[src/rtl/tone_sequencer_if.sv]
// Control/status bundle between a melody requester and tone_sequencer.
// Requester drives START/STOP/LOOP; the sequencer drives the registered status and speaker pin.
interface tone_sequencer_if #(
    parameter int IDX_W = 3
);
    logic             START;
    logic             STOP;
    logic             LOOP;
    logic             BUSY;
    logic             DONE;
    logic [IDX_W-1:0] NOTE_IDX;
    logic             SPEAKER;

    modport master (
        output START, STOP, LOOP,
        input  BUSY, DONE, NOTE_IDX, SPEAKER
    );

    modport slave (
        input  START, STOP, LOOP,
        output BUSY, DONE, NOTE_IDX, SPEAKER
    );
endinterface

[src/rtl/tone_sequencer.sv]
// Square-wave melody player stepping a parameter note table; TONE_SEQ_GAP_EN adds silence between notes.
// Latency: BUSY the cycle after START, tone the cycle after that; one LOAD cycle per table entry.
// No backpressure: START is ignored while running, STOP aborts from any state without DONE.
module tone_sequencer #(
    parameter int NOTES      = 8,
    parameter int STEP_TICKS = 1600000,
    parameter logic [20*NOTES-1:0] TABLE = {
        20'h0,
        {16'd16198, 4'd2}, {16'd18182, 4'd2}, {16'd20408, 4'd2}, {16'd22908, 4'd2},
        {16'd24270, 4'd2}, {16'd27242, 4'd2}, {16'd30578, 4'd2}
    },
    parameter int GAP_TICKS  = 160000
) (
    input  logic            CLK,
    input  logic            RST,
    tone_sequencer_if.slave bus
);
    localparam int IDX_W = $clog2(NOTES);
    localparam int DUR_W = $clog2(15 * STEP_TICKS);
    localparam logic [DUR_W-1:0] STEP_W = DUR_W'(STEP_TICKS);
`ifdef TONE_SEQ_GAP_EN
    localparam int GAP_W = $clog2(GAP_TICKS + 1);
`endif

    typedef enum logic [1:0] {S_IDLE, S_LOAD, S_PLAY, S_GAP} state_t;

    function automatic logic [3:0] dur_of(input logic [IDX_W-1:0] i);
        return TABLE[20*i +: 4];
    endfunction

    function automatic logic [15:0] div_of(input logic [IDX_W-1:0] i);
        return TABLE[20*i + 4 +: 16];
    endfunction

    state_t           state;
    logic [IDX_W-1:0] idx;
    logic [15:0]      div;
    logic [15:0]      half_cnt;
    logic [DUR_W-1:0] dur_cnt;
    logic [DUR_W-1:0] dur_lim;
    logic             speaker;
    logic             busy;
    logic             done;
    logic             wrapped;
`ifdef TONE_SEQ_GAP_EN
    logic [GAP_W-1:0] gap_cnt;
`endif

    logic [IDX_W-1:0] nxt_idx;
    logic [3:0]       cur_dur;
    logic             last;

    assign nxt_idx = idx + IDX_W'(1);
    assign cur_dur = dur_of(idx);
    assign last    = (idx == IDX_W'(NOTES - 1));

    always_ff @(posedge CLK) begin
        if (RST) begin
            state    <= S_IDLE;
            idx      <= '0;
            div      <= '0;
            half_cnt <= '0;
            dur_cnt  <= '0;
            dur_lim  <= '0;
            speaker  <= 1'b0;
            busy     <= 1'b0;
            done     <= 1'b0;
            wrapped  <= 1'b0;
`ifdef TONE_SEQ_GAP_EN
            gap_cnt  <= '0;
`endif
        end else begin
            done <= 1'b0;
            if (state != S_IDLE && bus.STOP) begin
                state   <= S_IDLE;
                idx     <= '0;
                speaker <= 1'b0;
                busy    <= 1'b0;
            end else begin
                case (state)
                    S_IDLE: begin
                        if (bus.START && !bus.STOP) begin
                            state   <= S_LOAD;
                            idx     <= '0;
                            busy    <= 1'b1;
                            wrapped <= 1'b0;
                        end
                    end
                    S_LOAD: begin
                        if (cur_dur != 4'd0) begin
                            div      <= div_of(idx);
                            dur_lim  <= DUR_W'(cur_dur) * STEP_W - DUR_W'(1);
                            half_cnt <= '0;
                            dur_cnt  <= '0;
                            speaker  <= 1'b0;
                            state    <= S_PLAY;
                        // a marker at entry 0 seen again after a wrap ends the run
                        end else if (bus.LOOP && !(idx == '0 && wrapped)) begin
                            idx     <= '0;
                            wrapped <= 1'b1;
                        end else begin
                            state <= S_IDLE;
                            idx   <= '0;
                            busy  <= 1'b0;
                            done  <= 1'b1;
                        end
                    end
                    S_PLAY: begin
                        if (div != 16'd0) begin
                            if (half_cnt == div - 16'd1) begin
                                half_cnt <= '0;
                                speaker  <= ~speaker;
                            end else begin
                                half_cnt <= half_cnt + 16'd1;
                            end
                        end
                        if (dur_cnt == dur_lim) begin
                            speaker <= 1'b0;
                            if (last && !bus.LOOP) begin
                                state <= S_IDLE;
                                idx   <= '0;
                                busy  <= 1'b0;
                                done  <= 1'b1;
                            end else begin
                                if (last) begin
                                    wrapped <= 1'b1;
                                end
`ifdef TONE_SEQ_GAP_EN
                                // silence only when a real note follows; an end marker goes straight on
                                if (dur_of(nxt_idx) != 4'd0) begin
                                    state   <= S_GAP;
                                    gap_cnt <= '0;
                                end else begin
                                    state <= S_LOAD;
                                    idx   <= nxt_idx;
                                end
`else
                                state <= S_LOAD;
                                idx   <= nxt_idx;
`endif
                            end
                        end else begin
                            dur_cnt <= dur_cnt + DUR_W'(1);
                        end
                    end
`ifdef TONE_SEQ_GAP_EN
                    S_GAP: begin
                        if (gap_cnt == GAP_W'(GAP_TICKS - 1)) begin
                            state <= S_LOAD;
                            idx   <= nxt_idx;
                        end else begin
                            gap_cnt <= gap_cnt + GAP_W'(1);
                        end
                    end
`endif
                    default: begin
                        state   <= S_IDLE;
                        idx     <= '0;
                        speaker <= 1'b0;
                        busy    <= 1'b0;
                    end
                endcase
            end
        end
    end

    assign bus.BUSY     = busy;
    assign bus.DONE     = done;
    assign bus.NOTE_IDX = idx;
    assign bus.SPEAKER  = speaker;
endmodule
[src/flat_wrapper.sv]
// flat-port wrapper written by rule: the top's interface ports become plain ports
module tone_sequencer_flat 
#(
    parameter int NOTES      = 8,
    parameter int STEP_TICKS = 1600000,
    parameter logic [20*NOTES-1:0] TABLE = {
        20'h0,
        {16'd16198, 4'd2}, {16'd18182, 4'd2}, {16'd20408, 4'd2}, {16'd22908, 4'd2},
        {16'd24270, 4'd2}, {16'd27242, 4'd2}, {16'd30578, 4'd2}
    },
    parameter int GAP_TICKS  = 160000
)
  (CLK, RST, bus_START, bus_STOP, bus_LOOP, bus_BUSY, bus_DONE, bus_NOTE_IDX, bus_SPEAKER);
  tone_sequencer_if bus_i ();
  input  logic CLK;
  input  logic RST;
  input wire logic [$bits(bus_i.START)-1:0] bus_START;
  input wire logic [$bits(bus_i.STOP)-1:0] bus_STOP;
  input wire logic [$bits(bus_i.LOOP)-1:0] bus_LOOP;
  output wire logic [$bits(bus_i.BUSY)-1:0] bus_BUSY;
  output wire logic [$bits(bus_i.DONE)-1:0] bus_DONE;
  output wire logic [$bits(bus_i.NOTE_IDX)-1:0] bus_NOTE_IDX;
  output wire logic [$bits(bus_i.SPEAKER)-1:0] bus_SPEAKER;
  assign bus_i.START = bus_START;
  assign bus_i.STOP = bus_STOP;
  assign bus_i.LOOP = bus_LOOP;
  assign bus_BUSY = bus_i.BUSY;
  assign bus_DONE = bus_i.DONE;
  assign bus_NOTE_IDX = bus_i.NOTE_IDX;
  assign bus_SPEAKER = bus_i.SPEAKER;
  tone_sequencer #(.NOTES(NOTES), .STEP_TICKS(STEP_TICKS), .TABLE(TABLE), .GAP_TICKS(GAP_TICKS)) u_core (.CLK(CLK), .RST(RST), .bus(bus_i));
endmodule
[config.mk]
export PLATFORM = sky130hd
export DESIGN_NAME = tone_sequencer_flat
export DESIGN_NICKNAME = d
export VERILOG_FILES = /design/src/rtl/tone_sequencer_if.sv /design/src/rtl/tone_sequencer.sv /design/src/flat_wrapper.sv
export SDC_FILE = /design/constraint.sdc
export NUM_CORES = 1
export LEC_CHECK = 0
export CORE_UTILIZATION = 64
export CTS_CLUSTER_DIAMETER = 100
export DETAILED_ROUTE_END_ITERATION = 8
export DONT_BUFFER_PORTS = 1
export GPL_TIMING_DRIVEN = 0
export HOLD_SLACK_MARGIN = 0.15
export PLACE_DENSITY = 0.84
export SLEW_MARGIN = 20
export SYNTH_ARGS = -nofsm -noshare
export SYNTH_HDL_FRONTEND = slang
export SYNTH_SLANG_ARGS = --single-unit
[constraint.sdc]
create_clock -name CLK -period 2.9 [get_ports CLK]
set_input_delay 0.435 -clock CLK [delete_from_list [all_inputs] [get_ports CLK]]
set_output_delay 0.435 -clock CLK [all_outputs]
set_load 0.005 [all_outputs]
==> metrics.txt <==
Worst-path clk slew 0.08 ns; I/O Buffers 0; Routed Antenna Nets 0; Worst-Margin Slew 0.727 ns; critical path arrival 3.02 ns; Synthesized Nets 534; Residual DRC 0; Setup CP Type reg -> reg; Clk network pwr share 0.246; clk sinks 66; Critical Path Start Type register; Yosys warnings 0; die area 7010 um2; fraction of registers with async set or reset after synthesis 0; Sequential Power Share 0.293; Max Freq 360 MHz; Post-Synth Simple-Gate Area 0.272; synth unique cells 69; worst min-delay path class in -> reg; adder-cell area share of the yosys netlist 0.0410; Int Pwr 2.27 mW; largest net degree at the start of global routing 13; area fraction in compound gates after synthesis 0.221; CTS tree built; synthesized area per cell 8.30 um2; final instance area 4660 um2; mux cell area share after synthesis 0.0340; main combinational cell family by area after synthesis simple AND/OR/NAND/NOR gates; critical path endpoint category register; clock skew 0.0142 ns; VDD IR max 0.000620 V; RePlAce Congestion 0.915; Die Y 83.7 um; register bit count reported by yosys 66; Starting Density 0.669; chip width 83.7 um; Post-Synthesis Cells 515; max_slew headroom 0.512; Post-Synth XOR/XNOR Area 0.0635; global router's overall resource usage 0.314; Layout Nets 548; NetSw 1.63 mW; root buf cell clkbuf_8; Max Buffers Root-to-Sink 2; Ports 11; Final HPWL DP 7620 um; Vias 4123; routed len/inst 17.8 um; leakage power 1.60 nW; fillcell total 491; initial antenna violation count 0; PD cells 837 nW/um2; Total Power 3.91 mW; Core Footprint 6390 um2; MaxCap Viol Count 0; final hold vios 0; placed cell areas 4370 um2; cts bufs inserted 9; vias in the first global route 3837; DRT iter0 DRCs 394; post-layout min period 2.77 ns; Area Overhead vs Synth 9.13%; Post-synth top flop dfxtp_1; Rows 29; combinational share of power 0.461; status complete, no violations; Slew Viols, Final 0; Post-Syn Area 4270 um2; total wire length 10900 um; fin crit share 0.957; # diodes 0; drt via density 6.75; sw frac 0.418; iteration count of the initial detailed-routing pass 5; share of layout cells above drive strength 1 0.107; Final setup viols 0; Clk Latency, worst-skew pair 0.35 ns; CP Max Fanout 9; H-tree depth 3; RSZ-0062 raised after global routing no; first-pass GRT wire length 17900 um; EDFF count, synth 0; GRT Residual Overflow 0; register area share after synthesis 0.309; Crit path required time 3.14 ns
[synthesized netlist by cell type (all sizes together), types with 4 or more instances]
cell,number,area (um2)
dfxtp,66,1320
o2111ai,7,61.3
a21oi,29,145
nand2,48,180
nor4,10,98.8
o21ai,18,90.1
a211oi,19,143
o31ai,12,90.1
and2,4,25.0
mux2i,13,130
xnor2,10,87.6
or3,14,87.6
nor3,14,86.3
ha,14,175
nand3,17,85.1
nor3b,4,35.0
clkbuf,19,71.3
o21a,4,30.0
nand4,8,50.1
or4,20,154
and3,8,50.1
buf,18,130
inv,14,52.6
a311oi,7,61.3
nor2,40,155
o211ai,10,75.1
xor2,21,184
[layer usage]
| layer | global-route usage | vias up | wire, um |
|---|---|---|---|
| li1 | - | 1958 | - |
| met5 | 0 | - | 0 |
| met2 | 0.506 | 187 | 5100 |
| met3 | 0.0524 | 26 | 857 |
| met1 | 0.427 | 1952 | 4740 |
| met4 | 0.105 | 0 | 205 |
[area by class of cell]
cell class	count	area, um2	area share
buffer	36	204	0.0437
clock buffer	10	128	0.0274
multi-input combinational	398	2720	0.582
tap	77	96.3	0.0207
timing repair buffer	4	32.5	0.00697
inverter	14	52.6	0.0113
clock inverter	6	115	0.0247
sequential	66	1320	0.283
[power groups by stage]
stage                     registers (mW)  clock network, mW  logic (mW)
after global routing                1.15              0.996        1.96
after detailed placement            1.16                  0        1.72
after CTS                           1.14              0.957        1.73
after floorplan                     1.12                  0        1.40
after global placement              1.15                  0        1.66
final                               1.15              0.960        1.80
[timing repair]
item / 4_1_cts / 5_1_grt
hold buffers: 1 / 0
endpoints found under the setup margin: 34 / 40
hold endpoints to repair: 1 / 0
buffers inserted: 0 / 3
resized for setup: 3 / 8
pin swaps: 0 / 1
[worst paths after layout]
check,start,endpoint,slack [ns],cells past startpoint
worst max-delay path,u_core.div[1]$_SDFFE_PP0P_,u_core.bus.SPEAKER$_SDFFE_PP0P_,0.13,11
worst min-delay path,RST,u_core.state[0]$_SDFFE_PP0P_,0.34,3
worst max register to register,u_core.div[1]$_SDFFE_PP0P_,u_core.bus.SPEAKER$_SDFFE_PP0P_,0.13,11
worst min register to register,u_core.dur_cnt[19]$_SDFFE_PP0P_,u_core.dur_cnt[19]$_SDFFE_PP0P_,0.49,2
[through the flow]
stage / setup TNS (ns) / cells / hold WS [ns] / utilization / setup WS [ns]
3_3_place_gp: -1.61 / 592 / 0.471 / 0.684 / -0.0987
4_1_cts: 0 / 609 / 0.335 / 0.725 / 0.0148
6_report: 0 / 611 / 0.339 / 0.730 / 0.125
5_1_grt: 0 / 611 / 0.379 / 0.730 / 0.00539
2_1_floorplan: 0 / 515 / 0.451 / - / 0.375
3_5_place_dp: -3.49 / 592 / 0.479 / 0.684 / -0.162
[placed cells by master (no fill, tap or decap), types with 10 or more instances in the layout]
cell type / n
a211oi_1: 19
a21oi_1: 29
or4_1: 19
xnor2_1: 10
nand3_1: 17
o31ai_1: 12
or3_1: 14
xor2_1: 21
o21ai_0: 14
inv_1: 14
o211ai_1: 10
mux2i_1: 13
nand2_1: 48
nor2_1: 37
nor3_1: 12
ha_1: 14
dfxtp_1: 66
clkbuf_1: 15
[worst max-delay path: stages (launching register included)]
cell,delay [ns]
dfxtp_1,0.38
inv_1,0.09
ha_1,0.13
buf_2,0.19
or4b_1,0.44
buf_2,0.18
nor2_2,0.11
o211ai_1,0.11
a32o_1,0.32
nor4_4,0.20
buf_4,0.21
mux2_4,0.31
[sequential cells by signal (all words and copies together) (netlist names)]
| register | count |
|---|---|
| u_core.dur_cnt | 25 |
| u_core.half_cnt | 16 |
| u_core.bus.NOTE_IDX | 3 |
| u_core.bus.DONE | 1 |
| u_core.bus.BUSY | 1 |
| u_core.wrapped | 1 |
| u_core.div | 14 |
| u_core.dur_lim | 2 |
| u_core.state | 2 |
| u_core.bus.SPEAKER | 1 |
[cells by family (layout without fill, tap and decap cells)]
| kind of cell | Yosys count | after routing |
|---|---|---|
| AO/OA/AOI/OAI | 133 | 133 |
| XOR/XNOR | 31 | 31 |
| adder cells (fa/ha/maj) | 14 | 14 |
| buffers and inverters | 51 | 70 |
| flip-flops | 66 | 66 |
| multiplexers | 14 | 14 |
| AND/OR/NAND/NOR | 206 | 206 |
(Power assumes the default switching activity.)
